`config.mk`:
```
export PLATFORM = sky130hd
export DESIGN_NAME = multicycle_controller
export DESIGN_NICKNAME = d
export VERILOG_FILES = /design/src/rtl/multicycle_controller.sv
export SDC_FILE = /design/constraint.sdc
export NUM_CORES = 1
export LEC_CHECK = 0
export CAP_MARGIN = 20
export CORE_ASPECT_RATIO = 0.6
export CORE_MARGIN = 2
export CORE_UTILIZATION = 40
export DETAILED_ROUTE_END_ITERATION = 8
export GPL_TIMING_DRIVEN = 1
export PLACE_DENSITY = 0.75
export SETUP_SLACK_MARGIN = 0.05
export SLEW_MARGIN = 10
export SYNTH_ARGS = -nofsm -noshare
export SYNTH_HDL_FRONTEND = slang
export SYNTH_SLANG_ARGS = --single-unit
```
`constraint.sdc`:
```
create_clock -name clk -period 1.65 [get_ports clk]
set_clock_uncertainty 0.15 [all_clocks]
set_input_delay 0.4125 -clock clk [delete_from_list [all_inputs] [get_ports clk]]
set_output_delay 0.4125 -clock clk [all_outputs]
set_load 0.05 [all_outputs]
```
`src/rtl/multicycle_controller.sv`:
```
// Multicycle sequencer for the R-format/lw/sw/beq datapath: one shared memory and ALU,
// Moore strobes per state, variable-latency memory handshake, retired counter, illegal-op trap.
module multicycle_controller #(
  parameter logic [5:0] OP_RTYPE = 6'h00,
  parameter logic [5:0] OP_LW    = 6'h23,
  parameter logic [5:0] OP_SW    = 6'h2B,
  parameter logic [5:0] OP_BEQ   = 6'h04,
  parameter int         CNT_W    = 16
) (
  input  logic             clk,
  input  logic             rst_n,
  input  logic [5:0]       Op,
  input  logic             mem_ready,
  output logic             pc_write,
  output logic             pc_write_cond,
  output logic             pc_source,
  output logic             i_or_d,
  output logic             mem_read,
  output logic             mem_write,
  output logic             ir_write,
  output logic             reg_dst,
  output logic             mem_to_reg,
  output logic             reg_write,
  output logic             alu_src_a,
  output logic [1:0]       alu_src_b,
  output logic             alu_op0,
  output logic             alu_op1,
  output logic [3:0]       state,
  output logic [CNT_W-1:0] retired,
  output logic             halted
);

  typedef enum logic [3:0] {
    S_IDLE     = 4'd0,
    S_FETCH    = 4'd1,
    S_DECODE   = 4'd2,
    S_MEMADR   = 4'd3,
    S_MEMRD    = 4'd4,
    S_MEMWB    = 4'd5,
    S_MEMWR    = 4'd6,
    S_RTYPE_EX = 4'd7,
    S_RTYPE_WB = 4'd8,
    S_BEQ_EX   = 4'd9,
    S_HALT     = 4'd10
  } state_t;

  state_t cur, nxt;
  logic   retire;

  always_ff @(posedge clk or negedge rst_n) begin
    if (!rst_n) begin
      cur     <= S_IDLE;
      retired <= '0;
    end else begin
      cur <= nxt;
      if (retire) retired <= retired + CNT_W'(1);
    end
  end

  assign state  = cur;
  assign halted = (cur == S_HALT);

  always_comb begin
    nxt           = cur;
    retire        = 1'b0;
    pc_write      = 1'b0;
    pc_write_cond = 1'b0;
    pc_source     = 1'b0;
    i_or_d        = 1'b0;
    mem_read      = 1'b0;
    mem_write     = 1'b0;
    ir_write      = 1'b0;
    reg_dst       = 1'b0;
    mem_to_reg    = 1'b0;
    reg_write     = 1'b0;
    alu_src_a     = 1'b0;
    alu_src_b     = 2'd0;
    alu_op0       = 1'b0;
    alu_op1       = 1'b0;
    case (cur)
      S_IDLE: nxt = S_FETCH;
      S_FETCH: begin
        // IR and PC load on the same edge the memory completes
        mem_read  = 1'b1;
        alu_src_b = 2'd1;
        ir_write  = mem_ready;
        pc_write  = mem_ready;
        if (mem_ready) nxt = S_DECODE;
      end
      S_DECODE: begin
        alu_src_b = 2'd3;
        if (Op == OP_LW || Op == OP_SW) nxt = S_MEMADR;
        else if (Op == OP_RTYPE)        nxt = S_RTYPE_EX;
        else if (Op == OP_BEQ)          nxt = S_BEQ_EX;
        else                            nxt = S_HALT;
      end
      S_MEMADR: begin
        alu_src_a = 1'b1;
        alu_src_b = 2'd2;
        nxt       = (Op == OP_LW) ? S_MEMRD : S_MEMWR;
      end
      S_MEMRD: begin
        mem_read = 1'b1;
        i_or_d   = 1'b1;
        if (mem_ready) nxt = S_MEMWB;
      end
      S_MEMWB: begin
        reg_write  = 1'b1;
        mem_to_reg = 1'b1;
        retire     = 1'b1;
        nxt        = S_FETCH;
      end
      S_MEMWR: begin
        mem_write = 1'b1;
        i_or_d    = 1'b1;
        if (mem_ready) begin
          retire = 1'b1;
          nxt    = S_FETCH;
        end
      end
      S_RTYPE_EX: begin
        alu_src_a = 1'b1;
        alu_op0   = 1'b1;
        nxt       = S_RTYPE_WB;
      end
      S_RTYPE_WB: begin
        reg_write = 1'b1;
        reg_dst   = 1'b1;
        retire    = 1'b1;
        nxt       = S_FETCH;
      end
      S_BEQ_EX: begin
        alu_src_a     = 1'b1;
        alu_op1       = 1'b1;
        pc_write_cond = 1'b1;
        pc_source     = 1'b1;
        retire        = 1'b1;
        nxt           = S_FETCH;
      end
      S_HALT:  nxt = S_HALT;
      default: nxt = S_IDLE;
    endcase
  end

endmodule

```
==> impl_metrics.csv, run 1 <==
group,metric,value,unit
outcome,status,"aborted with a tool error",
outcome,stop_stage,"clock tree synthesis (4_1_cts)",
outcome,tool.error,"[ERROR DPL-0033] detailed placement checks failed during check placement.",
place,preCtsSetupSlack,-450,ps
synth,synth.area.top_cells,"dfrtp_1, xnor2_1, xor2_1",
clocking,cts_root_buf,"clkbuf_8",
clocking,clock_sinks,20,
place,dpl.hpwl,3.57,mm
clocking,hold_buffers,0,
synth,yosys_register_bits,20,
clocking,htree_levels,1,
synth,netlist_instances,138,
synth,yosys_most_used_dff,"dfrtp_1",
clocking,clock_path_buffers,2,
die,placement_rows,15,
synth,synth_common_cells,"dfrtp_1, nand2_1, nor2_1",
synth,syn_area_per_cell,9.26,µm²
clocking,cts_resized,59,
die,ios,45,
clocking,cts_made_buffers,3,
synth,synth_cell_type_count,40,
synth,ys_seq_area_frac,0.392,
place,gpl.final_weighted_congestion,0.876,
synth,synth.net_count,148,
synth,synth_edf_count,0,
die,initial_core_util,0.434,
synth,yosysTopAreaCell,"dfrtp_1",
synth,ys_warn_count,0,
die,die_y,47.8,µm
clocking,post-cts-setup-buffers,15,
synth,postSynth.asyncResetShare,1.00,
place,portBuffers,44,
synth,syn_area,1280,µm²
die,die_w,77.0,µm
synth,synth_top_cell_area_share,0.392,
synth,yosysMostFrequentCell,"dfrtp_1",
## kinds of logic after synthesis
| group | count (synthesis) | share of synthesized area |
|---|---|---|
| fa+ha+maj | 1 | 0.00979 |
| buf+inv | 13 | 0.0548 |
| flops | 20 | 0.392 |
| xor+xnor | 16 | 0.110 |
| compound gates | 21 | 0.120 |
| simple gates | 67 | 0.313 |
## stage by stage
step                      cells  instance area, µm²  utilization
after floorplan             138                1470            -
after detailed placement    250                2510        0.851
after global placement      250                2510        0.851
==> inputs of run 2 (changes only) <==
Settings changed: CORE_AREA set to 2 2 63 65, CORE_ASPECT_RATIO 0.6 to unset, CORE_MARGIN 2 to unset, CORE_UTILIZATION 40 to unset, DIE_AREA set to 0 0 65 67, PLACE_DENSITY 0.75 to unset, PLACE_DENSITY_LB_ADDON set to 0.15, SETUP_SLACK_MARGIN 0.05 to unset.
Clock period 1.65 ns to 2.1 ns, I/O delays scaled along.
==> run 2 against run 1 <==
Compared with the run above:
- the flow now finishes, with violations (negative setup slack)
- synthesized cell count unchanged
- area after synthesis did not move
==> impl_metrics.csv, run 2 <==
group,metric,value,unit
synth,yosysTopAreaCell,"dfrtp_1",
finish,syn_to_final_growth,87.6,%
sta,drv_slew,0,
worst_setup_path,crit_family,"flip-flops",
route,firstDrtPassIters,4,
clocking,path_clk_slew,70,ps
grt,grt_max_degree,21,
synth,netlist_instances,138,
clocking,hold_buffers,0,
die,die_y,67,µm
worst_setup_path,criticalPathCategory,"reg2out",
synth,synth.area.top_cells,"dfrtp_1, xnor2_1, xor2_1",
die,placement_rows,22,
finish,final_area,2400,µm²
finish,insertedDiodeCount,0,
flow_run,max-cap-violations,0,
worst_setup_path,critPathMaxFanout,8,
synth,ys_warn_count,0,
finish,final_cell_mix,"buf_4, buf_12, dfrtp_1",
sta,rsz0062_at_grt,"yes",
worst_setup_path,start_kind,"register",
synth,synth_edf_count,0,
finish,drive_above_1_share,0.495,
pwr,ir_drop,1000,µV
outcome,status,"finished, violations left",
clocking,clock_sinks,20,
clocking,cts_tree,"built",
outcome,failed_checks,"negative setup slack",
grt,track_usage,0.171,
grt,grt_pass1_wl,5.80,mm
synth,postSynth.asyncResetShare,1.00,
route,antenna_left,0,
finish,multi_input_area,848,µm²
grt,first_global_vias,1197,
die,die_w,65,µm
sta,fin_crit_sh,1.03,
finish,final_common_cell,"buf_4",
worst_setup_path,worstReg2RegStart,"state[1]$_DFFE_PN0P_",
synth,synth_top_cell_area_share,0.392,
place,preCtsSetupSlack,-127,ps
sta,tightest_slew,346,ps
finish,layout.nets,219,
finish,largest_reg_flops,16,
clocking,clock_latency,260,ps
synth,syn_area,1280,µm²
route,drcViolationCount,0,
worst_setup_path,path_cells,"buf_6, nor4_4, buf_4, buf_12",
synth,syn_area_per_cell,9.26,µm²
sta,setup-violations-final,2,
worst_setup_path,cp.arrival,1480,ps
worst_setup_path,endpoint_kind,"output port",
grt,antenna_found_initial,0,
worst_setup_path,critical_path.startpoint,"state[3]$_DFFE_PN0P_",
clocking,cts_made_buffers,3,
worst_setup_path,crit_slowest_cell,"dfrtp_2",
synth,ys_seq_area_frac,0.392,
worst_setup_path,critPathRequiredTime,1420,ps
place,gpl.final_weighted_congestion,0.734,
place,dpl.hpwl,2.51,mm
die,core-area,3610,µm²
synth,yosysMostFrequentCell,"dfrtp_1",
synth,synth.net_count,148,
grt,grt.overflow.total,0,
sta,finalHoldViolCount,0,
clocking,cts_root_buf,"clkbuf_8",
worst_setup_path,cpPeakStageDelay,480,ps
route,post_drt_wl_per_cell,14.0,µm
clocking,clock_path_buffers,2,
finish,seqCellArea,505,µm²
finish,largest-register,"retired",
die,dieArea,4360,µm²
pwr,power_leakage,1.08,nW
sta,max_freq,0.464,GHz
route,route.vias.total,1278,
worst_hold_path,min_path_type,"reg2reg",
sta,maxSlewHeadroom,0.770,
finish,fillers,267,
route,viasPerCell,4.99,
place,portBuffers,44,
die,ios,45,
worst_setup_path,critPathBufInv,3,
die,initial_core_util,0.354,
synth,yosys_register_bits,20,
sta,worst_slack,-54.7,ps
route,drt-initial-drc-count,39,
place,placed_area,2070,µm²
sta,min_period,2150,ps
worst_hold_path,worstHoldStart,"retired[15]$_DFFE_PN0P_",
pwr,p_per_area,1520,nW/µm²
synth,yosys_most_used_dff,"dfrtp_1",
synth,synth_common_cells,"dfrtp_1, nand2_1, nor2_1",
route,drt-total-wl,3.59,mm
synth,synth_cell_type_count,40,
clocking,htree_levels,1,
run 2: final timing paths:
check                                          end  slack [ps]  cells after the start
max                                       ir_write         -50                      4
min                        retired[15]$_DFFE_PN0P_         330                      1
max reg2reg                 retired[7]$_DFFE_PN0P_         100                      7
min reg2reg                retired[15]$_DFFE_PN0P_         330                      1
max in group asynchronous     state[1]$_DFFE_PN0P_        1130                      2
min in group asynchronous  retired[15]$_DFFE_PN0P_         450                      2
run 2: per-stage QoR:
stage | std cells | total power [mW] | hold WS, ps | utilization | setup TNS (ps)
global placement | 233 | 2.80 | 313 | 0.575 | -348
global route | 256 | 3.81 | 361 | 0.664 | -446
CTS | 249 | 3.45 | 338 | 0.633 | 0
detailed placement | 233 | 2.84 | 314 | 0.575 | -529
floorplan | 138 | 1.98 | 79.4 | - | -1440
finish | 256 | 3.64 | 331 | 0.664 | -109
run 2: cells by family after synthesis:
group	synth area share
flip-flops	0.392
AND/OR/NAND/NOR	0.313
AO/OA/AOI/OAI	0.120
XOR/XNOR	0.110
buffers and inverters	0.0548
adder cells (fa/ha/maj)	0.00979
run 2: layout make-up:
cell class / instances / share of cell area
Timing Repair Buffer: 77 / 0.377
Multi-Input combinational cell: 105 / 0.354
Sequential cell: 20 / 0.211
Tap cell: 48 / 0.0251
Clock buffer: 3 / 0.0172
Clock inverter: 1 / 0.0125
Inverter: 2 / 0.00313
run 2: where the power goes:
part | switching, mW | total, mW | leakage [nW] | internal, mW
Sequential | 0.144 | 0.605 | 0.264 | 0.461
Clock | 0.126 | 0.380 | 0.0357 | 0.254
Combinational | 1.34 | 2.66 | 0.776 | 1.32
run 2: repair_timing:
action,in CTS,in global routing
setup endpoints to repair,11,12
buffers inserted,12,7
hold endpoints to repair,0,0
gates resized for setup,10,11
pin swaps,3,3
run 2: routing by layer:
metal  share of wire  GRT usage
met1            0.42      0.220
met2            0.52      0.295
met3           0.053     0.0355
met4          0.0053     0.0399
met5               0          0
Note: power is estimated with default switching activity, not from simulation.
